<file path="config.mk">
export PLATFORM = sky130hd
export DESIGN_NAME = pc_fetch_unit
export DESIGN_NICKNAME = d
export VERILOG_FILES = /design/src/rtl/pc_fetch_unit.sv
export SDC_FILE = /design/constraint.sdc
export NUM_CORES = 1
export LEC_CHECK = 0
export BUFFER_PORTS_ARGS = -buffer_cell sky130_fd_sc_hd__clkbuf_2
export CELL_PAD_IN_SITES_DETAIL_PLACEMENT = 1
export CELL_PAD_IN_SITES_GLOBAL_PLACEMENT = 1
export CORE_MARGIN = 5
export CORE_UTILIZATION = 32
export DETAILED_ROUTE_END_ITERATION = 7
export HOLD_SLACK_MARGIN = 0.12
export PLACE_DENSITY = 0.73
export SLEW_MARGIN = 20
export SYNTH_ARGS = -nofsm -noshare
export SYNTH_HDL_FRONTEND = slang
export SYNTH_SLANG_ARGS = --single-unit
</file>
<file path="constraint.sdc">
create_clock -name clk -period 1.74 [get_ports clk]
set_input_delay 0.261 -clock clk [delete_from_list [all_inputs] [get_ports clk]]
set_output_delay 0.261 -clock clk [all_outputs]
set_load 0.005 [all_outputs]
</file>
<file path="src/rtl/pc_fetch_unit.sv">
// Program counter and instruction-fetch sequencer: issues ROM fetches and holds the word for decode.
// A ROM that stalls too long sets a sticky error flag, and fetching carries on.
module pc_fetch_unit #(
    parameter int unsigned           WIDTH      = 16,
    parameter logic [WIDTH-1:0]      RESET_ADDR = '0,
    parameter int unsigned           TIMEOUT    = 255
) (
    input  logic             clk,
    input  logic             rst_n,
    input  logic             jump_valid,
    input  logic [WIDTH-1:0] jump_addr,
    output logic             rom_req,
    output logic [WIDTH-1:0] rom_addr,
    input  logic             rom_ack,
    input  logic [WIDTH-1:0] rom_data,
    output logic             instr_valid,
    input  logic             instr_ready,
    output logic [WIDTH-1:0] instr,
    output logic [WIDTH-1:0] instr_pc,
    output logic [WIDTH-1:0] pc,
    output logic             rom_err
);

    typedef enum logic [1:0] {
        S_IDLE  = 2'd0,
        S_ISSUE = 2'd1,
        S_HOLD  = 2'd2
    } state_t;

    localparam logic [7:0] TO_W = 8'(TIMEOUT);

    state_t           state_q, state_d;
    logic [WIDTH-1:0] pc_q, pc_d;
    logic [WIDTH-1:0] instr_q, instr_d;
    logic [WIDTH-1:0] ipc_q, ipc_d;
    logic [7:0]       wait_q, wait_d;
    logic             err_q, err_d;

    always_ff @(posedge clk) begin
        if (!rst_n) begin
            state_q <= S_IDLE;
            pc_q    <= RESET_ADDR;
            instr_q <= '0;
            ipc_q   <= '0;
            wait_q  <= '0;
            err_q   <= 1'b0;
        end else begin
            state_q <= state_d;
            pc_q    <= pc_d;
            instr_q <= instr_d;
            ipc_q   <= ipc_d;
            wait_q  <= wait_d;
            err_q   <= err_d;
        end
    end

    always_comb begin
        state_d = state_q;
        pc_d    = pc_q;
        instr_d = instr_q;
        ipc_d   = ipc_q;
        wait_d  = wait_q;
        err_d   = err_q;
        case (state_q)
            S_IDLE: begin
                state_d = S_ISSUE;
                if (jump_valid) pc_d = jump_addr;
            end
            S_ISSUE: begin
                if (jump_valid) begin
                    pc_d   = jump_addr;
                    wait_d = '0;
                end else if (rom_ack) begin
                    instr_d = rom_data;
                    ipc_d   = pc_q;
                    pc_d    = pc_q + WIDTH'(1);
                    wait_d  = '0;
                    state_d = S_HOLD;
                end else begin
                    // Flag is raised on the same edge the counter reaches TIMEOUT.
                    if (wait_q < TO_W) wait_d = wait_q + 8'd1;
                    if (wait_q >= TO_W - 8'd1) err_d = 1'b1;
                end
            end
            S_HOLD: begin
                if (jump_valid) begin
                    pc_d    = jump_addr;
                    wait_d  = '0;
                    state_d = S_ISSUE;
                end else if (instr_ready) begin
                    state_d = S_ISSUE;
                end
            end
            default: state_d = S_IDLE;
        endcase
    end

    assign rom_req     = (state_q == S_ISSUE);
    assign instr_valid = (state_q == S_HOLD);
    assign rom_addr    = pc_q;
    assign pc          = pc_q;
    assign instr       = instr_q;
    assign instr_pc    = ipc_q;
    assign rom_err     = err_q;

endmodule
</file>
==> out/qor.csv <==
stage;metric;value;unit
setup_path;startpoint types;flop;
flow_run;# Max-Cap Violations;0;
final_layout;Final nets;511;
die;Die X;105;µm
pwr;Net Sw Frac;26.7;%
grt;initial antenna violation count;0;
place;Post-DP HPWL;7.12;mm
setup_path;crit-path cells;ha_1, nor4bb_1, and4_4, nor2b_1, a41o_1;
die;core area;8760;µm²
setup_path;slowest stage cell, crit path;dfxtp_1;
final_layout;most common cell after layout, fill and taps aside;clkbuf_2;
synth;top cells by area, synth;dfxtp_1, nand2_1, a21oi_1;
pwr;worst vdd ir;0.386;mV
route;drt total wl;9.72;mm
clocking;TritonCTS clock tree;yes;
setup_path;CP max FO;9;
worst_hold_path;Hold Path Class;input pin to flop;
clocking;total CTS buffers;9;
worst_hold_path;hold path start;rom_data[12];
synth;number of synthesized flops with an enable pin;0;
die;Std-Cell Rows;34;
grt;Overall Global Routing Usage;17.8;%
synth;Ys Warns;0;
timing;worst slew pin tran;0.448;ns
die;die area;11000;µm²
grt;vias in the first global route;3268;
synth;Cell Area, Synth;2880;µm²
clocking;clock buffer depth;2;
timing;maximum clock frequency;607;MHz
setup_path;CP startpoint;wait_q[1];
synth;#FFs+latches synth;59;
setup_path;Top delay family on crit path;simple AND/OR/NAND/NOR gates;
synth;cell type with the largest total area after synthesis;dfxtp_1;
clocking;H-tree depth;3;
setup_path;RR Startpoint;wait_q[1];
grt;Remaining Overflow, GRT;0;
synth;ys async rst share;0;%
timing;clock period minus worst slack;1.65;ns
grt;largest net degree at the start of global routing;52;
timing;Hold WS;0.141;ns
synth;ys flop type;dfxtp_1;
timing;final setup fails;0;
synth;Mapped Nets;405;
synth;Syn Inst Count;365;
route;antenna viol nets, final;0;
timing;setup skew after layout;0.00599;ns
setup_path;Crit path buffers/inverters;0;
setup_path;Crit. End Element;flop;
final_layout;Finished Cell Area;3790;µm²
route;drt drc;0;
synth;sequential element share of the synthesized area;41.0;%
pwr;Internal Power;2.30;mW
final_layout;area grow syn2layout;31.6;%
final_layout;Util after Layout;43.2;%
timing;Fin. Hold Viols;0;
pwr;Switch Pwr;0.836;mW
timing;Setup TNS Final;0;ns
pwr;Power Dens Cells;828;nW/µm²
final_layout;share of cells above drive strength 1;33.6;%
clocking;Clock Sinks;59;
outcome;status;finished clean;
route;initial DRC count;161;
clocking;Clock transition at path regs;0.07;ns
route;drt first pass iters;4;
place;port bufs;103;
pwr;total power;3.13;mW
grt;GRT met3 Usage;5.24;%
synth;Mean Syn Cell Area;7.89;µm²
die;Starting Density;32.9;%
timing;Relative slew margins;70.2;%
die;# IOs;104;
final_layout;n_diodes;0;
setup_path;WP data required;1.98;ns
grt;first-pass GRT wire length;16.1;mm
pwr;combinational power share;14.2;%
timing;RSZ-0062 raised after global routing;no;
die;Die H;105;µm
clocking;Root Driver;clkbuf_8;
synth;Synth cell types;53;
final_layout;Fillers;1122;
place;GPL Wtd Cong;0.870;
grt;GRT met2 Usage;30.3;%
final_layout;most frequent cells in the layout;clkbuf_2, nand2_1, dfxtp_1;
setup_path;CP Class;flop to flop;
route;drt wl/cell;16.6;µm
clocking;clock insertion delay at the later pin of the skew report;0.34;ns
timing;period utilization;94.8;%
grt;met1 Resource Use GR;20.9;%
setup_path;CP peak stage delay;0.35;ns
grt;GRT Max-Usage Layer;met2;
place;placed instance area;3560;µm²
timing;Max Slew Vio Count;0;
synth;share of the synthesized area in the top cell type;41.0;%
pwr;share of power burned in registers;46.4;%
setup_path;worst reg-to-reg setup slack;0.09;ns
route;vias per inst;5.34;
setup_path;Worst EP arrival;1.89;ns
route;DR vias;3117;
pwr;leakage;1.57;nW
pwr;Clk pwr share;39.4;%
## worst min-delay path, delay by kind of cell
family          cells  cell delay (ns)
buf+inv             1             0.08
compound gates      1             0.05
simple gates        1             0.04
## routing by layer
metal  share of wire [%]  routed length, µm
met3                 6.4                620
met5                   0                  0
met4                 1.6                153
met1                  42               4110
met2                  50               4840
## flip-flops by register name, summed over array words and instances (netlist names)
name and cells:
wait_q 8, state_q 2, instr 16, rom_err 1, instr_pc 16, pc 16
## kinds of logic after synthesis
| family | synth area share [%] |
|---|---|
| AND/OR/NAND/NOR | 26.5 |
| AO/OA/AOI/OAI | 22.3 |
| flip-flops | 41.0 |
| buffers and inverters | 8.82 |
| adder cells (fa/ha/maj) | 1.30 |
## through the flow
step,setup slack [ns],cells
detailed placement,-0.0000365,566
CTS,0.00391,584
global placement,0.123,566
floorplan,0.0521,365
global route,0.0159,584
finish,0.0912,584
## area by class of cell
type	count	area, µm²	share of cell area (%)
inverter	6	22.5	0.595
clock inverter	5	52.6	1.39
tap	108	135	3.57
clock buffer	11	141	3.73
sequential	59	1180	31.3
multi-input combinational	259	1460	38.5
timing repair buffer	136	793	20.9
## cell usage after synthesis, drive strengths merged, types with 4 or more instances
library cell	count
nor4	5
a32oi	5
nand3	14
nor2	14
o21ai	12
nand2	77
nor3	8
dfxtp	59
and2	5
nor2b	4
a21oi	49
and4	4
nand4	4
inv	5
a32o	4
clkbuf	15
a31oi	5
o211ai	4
buf	26
## path summary, 6_finish.rpt
| check | endpoint | cells after the start |
|---|---|---|
| worst max-delay path | wait_q[2] | 5 |
| worst min-delay path | instr[12] | 3 |
| worst max register to register | wait_q[2] | 5 |
| worst min register to register | instr_pc[14] | 2 |
## timing repair
action | in CTS | in global routing
endpoints found under the setup margin | 3 | 11
resized for setup | 1 | 5
buffers inserted | 0 | 0
endpoints found under the hold margin | 2 | 0
hold buffers | 2 | 0
## power by group through the flow
stage          logic (mW)  registers (mW)  clock network [mW]
3_3_place_gp        0.433            1.48                   0
4_1_cts             0.448            1.45                1.29
3_5_place_dp        0.442            1.48                   0
2_1_floorplan       0.237            1.48                   0
5_1_grt             0.493            1.46                1.34
6_report            0.444            1.45                1.24
(Power assumes the default switching activity.)
